`src/rtl/vga_timing_gen.sv`:
```
// -----------------------------------------------------------------------------
// vga_timing_gen
//   Parametrised raster timing generator. Divides the system clock down to a
//   pixel clock-enable and walks a (sx, sy) raster counter over the whole frame
//   (active area, front porch, sync, back porch). It produces data-enable,
//   hsync/vsync and one-clock line/frame strobes that are aligned with sx/sy.
//
// Ports
//   clk          in   system clock
//   rst          in   synchronous reset, active-high
//   enable       in   run; low freezes all state
//   pix_ce       out  one-clock pixel tick, every CLK_DIV enabled clocks
//   sx, sy       out  raster position, 0..H_TOTAL-1 / 0..V_TOTAL-1
//   de           out  high inside the active area
//   hsync, vsync out  sync pulses, active level set by H_POL / V_POL
//   line_start   out  one-clock strobe after sx moves to 0
//   frame_start  out  one-clock strobe after (sx, sy) moves to (0, 0)
// -----------------------------------------------------------------------------
module vga_timing_gen #(
  parameter int unsigned CLK_DIV  = 4,
  parameter int unsigned H_ACTIVE = 640,
  parameter int unsigned H_FP     = 16,
  parameter int unsigned H_SYNC   = 96,
  parameter int unsigned H_BP     = 48,
  parameter int unsigned V_ACTIVE = 480,
  parameter int unsigned V_FP     = 10,
  parameter int unsigned V_SYNC   = 2,
  parameter int unsigned V_BP     = 33,
  parameter bit          H_POL    = 1'b0,
  parameter bit          V_POL    = 1'b0,
  parameter int unsigned CW       = 10
) (
  input  logic          clk,
  input  logic          rst,
  input  logic          enable,
  output logic          pix_ce,
  output logic [CW-1:0] sx,
  output logic [CW-1:0] sy,
  output logic          de,
  output logic          hsync,
  output logic          vsync,
  output logic          line_start,
  output logic          frame_start
);

  localparam int unsigned H_TOTAL = H_ACTIVE + H_FP + H_SYNC + H_BP;
  localparam int unsigned V_TOTAL = V_ACTIVE + V_FP + V_SYNC + V_BP;
  localparam int unsigned DW      = (CLK_DIV > 1) ? $clog2(CLK_DIV) : 1;

  // All raster compares are done at CW bits against pre-sized constants.
  localparam logic [DW-1:0] DIV_MAX = DW'(CLK_DIV - 1);
  localparam logic [CW-1:0] H_LAST  = CW'(H_TOTAL - 1);
  localparam logic [CW-1:0] V_LAST  = CW'(V_TOTAL - 1);
  localparam logic [CW-1:0] H_ACT   = CW'(H_ACTIVE);
  localparam logic [CW-1:0] V_ACT   = CW'(V_ACTIVE);
  localparam logic [CW-1:0] HS_BEG  = CW'(H_ACTIVE + H_FP);
  localparam logic [CW-1:0] HS_END  = CW'(H_ACTIVE + H_FP + H_SYNC);
  localparam logic [CW-1:0] VS_BEG  = CW'(V_ACTIVE + V_FP);
  localparam logic [CW-1:0] VS_END  = CW'(V_ACTIVE + V_FP + V_SYNC);

  logic [DW-1:0] div_q, div_d;
  logic          tick_q, tick_d;   // div has reached DIV_MAX since the last enabled edge
  logic [CW-1:0] sx_q, sx_d;
  logic [CW-1:0] sy_q, sy_d;
  logic          de_q, de_d;
  logic          hs_q, hs_d;
  logic          vs_q, vs_d;
  logic          ls_q, ls_d;
  logic          fs_q, fs_d;
  logic          advance;

  // tick_q is a registered copy of (div == DIV_MAX) that is cleared by reset,
  // so the tick stays low in reset even when CLK_DIV=1. Gating with enable
  // makes pix_ce drop in the same cycle enable falls.
  assign advance = enable & tick_q;

  always_comb begin
    // NOTE: every next-state value gets a default first so no path leaves a
    // signal unassigned, which would otherwise infer a latch.
    div_d  = div_q;
    tick_d = tick_q;
    sx_d   = sx_q;
    sy_d   = sy_q;
    de_d   = de_q;
    hs_d   = hs_q;
    vs_d   = vs_q;
    ls_d   = 1'b0;
    fs_d   = 1'b0;

    if (enable) begin
      div_d  = (div_q == DIV_MAX) ? '0 : div_q + 1'b1;
      tick_d = (div_d == DIV_MAX);
    end

    if (advance) begin
      if (sx_q == H_LAST) begin
        sx_d = '0;
        sy_d = (sy_q == V_LAST) ? '0 : sy_q + 1'b1;
      end else begin
        sx_d = sx_q + 1'b1;
      end
      // Decode from the new position so de/syncs land together with sx/sy.
      de_d = (sx_d < H_ACT) && (sy_d < V_ACT);
      hs_d = ((sx_d >= HS_BEG) && (sx_d < HS_END)) ? H_POL : ~H_POL;
      vs_d = ((sy_d >= VS_BEG) && (sy_d < VS_END)) ? V_POL : ~V_POL;
      ls_d = (sx_d == '0);
      fs_d = (sx_d == '0) && (sy_d == '0);
    end
  end

  // NOTE: sequential state uses non-blocking assignments only, so every
  // register samples the pre-edge value of every other register.
  always_ff @(posedge clk) begin
    // NOTE: reset parks the raster on the last pixel of the frame so the first
    // pixel tick after reset wraps cleanly to (0,0) with both strobes.
    if (rst) begin
      div_q  <= '0;
      tick_q <= 1'b0;
      sx_q   <= H_LAST;
      sy_q   <= V_LAST;
      de_q   <= 1'b0;
      hs_q   <= ~H_POL;
      vs_q   <= ~V_POL;
      ls_q   <= 1'b0;
      fs_q   <= 1'b0;
    end else begin
      div_q  <= div_d;
      tick_q <= tick_d;
      sx_q   <= sx_d;
      sy_q   <= sy_d;
      de_q   <= de_d;
      hs_q   <= hs_d;
      vs_q   <= vs_d;
      ls_q   <= ls_d;
      fs_q   <= fs_d;
    end
  end

  assign pix_ce      = advance;
  assign sx          = sx_q;
  assign sy          = sy_q;
  assign de          = de_q;
  assign hsync       = hs_q;
  assign vsync       = vs_q;
  assign line_start  = ls_q & enable;
  assign frame_start = fs_q & enable;

endmodule

```
`config.mk`:
```
export PLATFORM = sky130hd
export DESIGN_NAME = vga_timing_gen
export DESIGN_NICKNAME = d
export VERILOG_FILES = /design/src/rtl/vga_timing_gen.sv
export SDC_FILE = /design/constraint.sdc
export NUM_CORES = 1
export LEC_CHECK = 0
export ABC_CLOCK_PERIOD_IN_PS = 4300
export BUFFER_PORTS_ARGS = -buffer_cell sky130_fd_sc_hd__buf_4
export CAP_MARGIN = 20
export CORE_ASPECT_RATIO = 1.25
export CORE_UTILIZATION = 47
export CTS_CLUSTER_DIAMETER = 120
export DETAILED_ROUTE_END_ITERATION = 10
export GPL_TIMING_DRIVEN = 0
export MAX_ROUTING_LAYER = met4
export PLACE_DENSITY = 0.71
export SLEW_MARGIN = 20
export SYNTH_ARGS = -nofsm -noshare
export SYNTH_HDL_FRONTEND = slang
export SYNTH_SLANG_ARGS = --single-unit
export TNS_END_PERCENT = 100
```
`constraint.sdc`:
```
create_clock -name clk -period 4.3 [get_ports clk]
set_input_delay 0.86 -clock clk [delete_from_list [all_inputs] [get_ports clk]]
set_output_delay 0.86 -clock clk [all_outputs]
set_load 0.01 [all_outputs]
```
; ---- Word-level counts from Yosys, hierarchy flattened
; Cells that the tools add are included.
[classes]
addsub = 3
n_lt_le_gt_ge = 6
eq_ne = 4
n_reduce_logical = 7
muxes = 8
bitwise_logic = 4
[ops]
columns = op, count
row1 = two-way mux 10 bit, 5
row2 = adder 10 x 1 -> 10 bit (second input constant), 2
row3 = == test 10 bit (second input constant), 2
row4 = zero test 10 bit, 2
row5 = less-than comparator 10 bit (second input constant), 2
row6 = less-than comparator 10 x 9 -> 1 bit (second input constant), 2
row7 = greater-or-equal comparator 10 bit (second input constant), 1
row8 = greater-or-equal comparator 10 x 9 -> 1 bit (second input constant), 1
row9 = == test 2 bit (second input constant), 2
row10 = logical AND 1 bit, 4
row11 = bitwise AND 1 bit, 3
row12 = adder 2 x 1 -> 2 bit (second input constant), 1
row13 = two-way mux 1 bit, 2
row14 = two-way mux 2 bit, 1
row15 = OR reduction 2 bit, 1
row16 = NOT 1 bit, 1
[word_totals]
reg_bits = 28
in_bits = 3
word_cells = 41

; ---- Depth between registers and ports, before layout
[depth]
depth_word = 7
ltp_mapped = 8
mapped_depth_nobuf = 8

; ---- Worst setup path before layout
; OpenSTA, ideal clock, no wires.
[synth_path]
path_kind = flip-flop to flip-flop
start = register sx_q[0], in the netlist sx[0]
end = register fs_q
path_stages_with_launch = 9
t_required_ns = 4.239
t_arrival_ns = 2.374
setup_ns = 0.061
setup_slack_ns = 1.864
period_less_slack_ns = 2.436
cell_sequence = dfxtp_1 -> ha_1 -> nand4_1 -> or3_1 -> buf_2 -> nor3_1 -> mux2_2 -> nor3_1 -> and4_1
[synth_between]
elab_chain_cells = 5
[synth_rtl]
columns = item, line_no
row1 = from (decl), 63  ; logic [CW-1:0] sx_q, sx_d;
row2 = from (signal assigned), 119  ; sx_q <= H_LAST;
row3 = from (signal assigned), 129  ; sx_q <= sx_d;
row4 = adder 10 x 1 -> 10 bit / == test 10 bit (equally long branches), "100, 96"
row5 = two-way mux 10 bit, 96  ; if (sx_q == H_LAST) begin
row6 = two-way mux 10 bit, 95  ; if (advance) begin
row7 = zero test 10 bit, 107  ; fs_d = (sx_d == '0) && (sy_d == '0);
row8 = logical AND 1 bit (*), 107
row9 = to (signal assigned), 135  ; fs_q <= fs_d;
row10 = to (decl), 69  ; logic fs_q, fs_d;
; Mark *: on every way between the ends. The rest lies on a longest branch, timed or not. The select of a mux whose other input is x is not followed.
; A chain may end at the register's enable or synchronous reset.

; ---- Final worst setup path
; Same ends and word-level chain as after synthesis.

==> impl_metrics.ini <==
[critical_path]
setup.worst_path.start_class = register
crit_start = sx[0]$_SDFFE_PP1P_
crit_end = fs_q$_SDFF_PP0_
rr_worst_depth = 7
worstPathMaxFanout = 10
worstReg2RegStart = sx[0]$_SDFFE_PP1P_
critPathSlowestCell = nor3_1
worstPathArrival_ps = 3170
max_stage_delay_ps = 770
reg2reg_to = fs_q$_SDFF_PP0_
cp_cell_sequence = ha_1, nand4_1, nor3_1, buf_2, nand3b_1, o21ai_0, and4_1
crit_type = reg -> reg
endpoint_kind = register
ff2ff_setup_slack_ps = 1360
critPathRequiredTime_ps = 4530

[timing]
fin_skew_ps = 5.34
fin_crit_sh_pct = 68.4
tightest_slew_ps = 821
min_period_ps = 2940
slew_viol_final = 0
max_freq_mhz = 340
whs_ps = 472
setup_violations = 0
max_slew_margin_pct = 44.9
rsz0062_at_grt = no
hold_viol_final = 0
fin_tns_setup_ps = 0

[yosys]
synthArstFlopShare_pct = 0
synth_fp_nets = 264
ys_ff_latch = 28
seq_area_frac_synth_pct = 30.1
yosys_warnings = 0
synth_area_um2 = 1860
synth_ff_type = dfxtp_1
postSynthCellCount = 256
synth_edf_count = 0
syn_avg_cell_area_um2 = 7.28
synthDistinctLibCells = 49

[layout]
drive_gt1_share_pct = 15.3
area_delta_synth_final_pct = 18.3
finalNetCount = 296
diodes = 0
final_cell_mix = 34 x nor2_1, 32 x nand2_1, 28 x dfxtp_1, 27 x buf_4, 14 x nand3_1
layout_commonest_cell = nor2_1

[cts]
cts_made_buffers = 3
clkTransAtPathRegs_ps = 100
tritoncts = built
clock_path_buffers = 2
cts-hold-fix-buffers = 0
cts_sinks = 28
cts_setup_buffers = 0
htree_levels = 1
cts_resized = 0
clock_latency_ps = 280
root_buffer = clkbuf_8

[routing]
wl_um = 4730
post_drt_wl_per_cell_um = 13.9
vias = 1967
met3_length_um = 230
post-route-drc-count = 0
routed-wl-met2_um = 2400
met1Wirelength_um = 1910
drt_iter0_drc = 69
postRouteAntennaNets = 0
vias_per_cell = 5.77
maxUsedRoutingLayer = met4
drt-pass1-iter-count = 5

[outcome]
status = finished clean

[die]
die_x_um = 58.3
io_pins = 29
core-area_um2 = 3780
rows = 25
die_area_um2 = 4220
die_h_um = 72.4
start_util_pct = 49.3

[grt]
grt_pass1_wl_um = 7870
grt-ovfl-total = 0
track_usage_pct = 24.9
grt_max_degree = 17
grt_pass1_vias = 1788
antenna_found_initial = 0

[placed_design]
io_buffer_count = 27
post-dp-hpwl_um = 3530
gp_congestion = 0.900

[hold_path]
hold_class = reg -> reg
hp-start = de$_SDFFE_PP0P_

[power]
powerDensity_nw_per_um2 = 262
ir_worst_vdd_v = 0.000144
p_leak_uw = 0.000892

[job]
max_cap_viol_count = 0
## worst max-delay path: cells and delay by family (launching register included)
kind | cells | cell delay, ps
AOI/OAI and AO/OA | 1 | 300
adders and majority gates | 1 | 340
buffers and inverters | 1 | 370
DFF | 1 | 440
and+or+nand+nor | 4 | 1440
## cells by family (layout without fill, tap and decap cells)
group,count (synthesis),in the layout,synth area share [%]
and+or+nand+nor,129,129,34.4
DFF,28,28,30.1
xor gates and xnor gates,12,12,5.64
buffers and inverters,27,58,6.17
adders and majority gates,5,5,3.36
muxes,3,3,1.74
AOI/OAI and AO/OA,52,52,18.7
## metal layers
layer  vias up  GRT usage [%]
li1        974              -
met1       903           28.1
met2        73           42.1
met3        17           2.67
met4         0           14.3
met5         -              -
## sequential cells by signal, indices dropped and copies added, names as in the netlist
register and count:
div_q 2, ls_q 1, de 1, sy 10
hsync 1, sx 10, tick_q 1, fs_q 1
vsync 1
## synthesized netlist by cell type, types with 4 or more instances
cell,count,share of area [%]
xor2_1,5,2.3
o21ai_0,12,3.2
nor3_1,12,3.2
a31oi_1,4,1.3
nor2_1,34,6.8
clkbuf_1,10,2.0
buf_2,5,1.3
inv_1,8,1.6
a21oi_1,13,3.5
ha_1,5,3.4
xnor2_1,7,3.3
and2_1,4,1.3
nand3b_1,7,2.8
or3_1,6,2.0
nand3_1,14,3.8
nand2_1,32,6.4
dfxtp_1,28,30
## report_power, final
part / leakage [uW] / internal (uW) / switching [uW]
registers: 0.000227 / 264 / 4.96
logic: 0.000630 / 35.5 / 62.5
clock network: 0.0000357 / 125 / 86.2
total: 0.000892 / 425 / 154
## metrics by stage
| step | setup slack [ps] | power (uW) | utilization (%) | cell area (um^2) | instances |
|---|---|---|---|---|---|
| after floorplan | 1860 | 343 | - | 1860 | 256 |
| after global placement | 1480 | 370 | 56.4 | 2130 | 337 |
| after detailed placement | 1440 | 372 | 56.4 | 2130 | 337 |
| after CTS | 1430 | 583 | 58.3 | 2210 | 341 |
| after global routing | 1140 | 607 | 58.3 | 2210 | 341 |
| final | 1360 | 578 | 58.3 | 2210 | 341 |
## cell type report
cell class                 count  area (um^2)
clock inverter                 1         30.0
tap                           54         67.6
multi-input combinational    201         1190
fill                         365         1580
sequential                    28          561
inverter                       8         30.0
timing repair buffer          27          203
buffer                        19         85.1
clock buffer                   3         41.3
## worst min-delay path by stage
stage                                     end  slack [ps]  cells past startpoint
after CTS                     de$_SDFFE_PP0P_         480                      2
after detailed placement      de$_SDFFE_PP0P_         460                      2
after floorplan           tick_q$_SDFFE_PP0P_         460                      2
after global routing          de$_SDFFE_PP0P_         530                      2
final                         de$_SDFFE_PP0P_         470                      2
after global placement        de$_SDFFE_PP0P_         460                      2
Note: power is estimated with default switching activity, not from simulation.
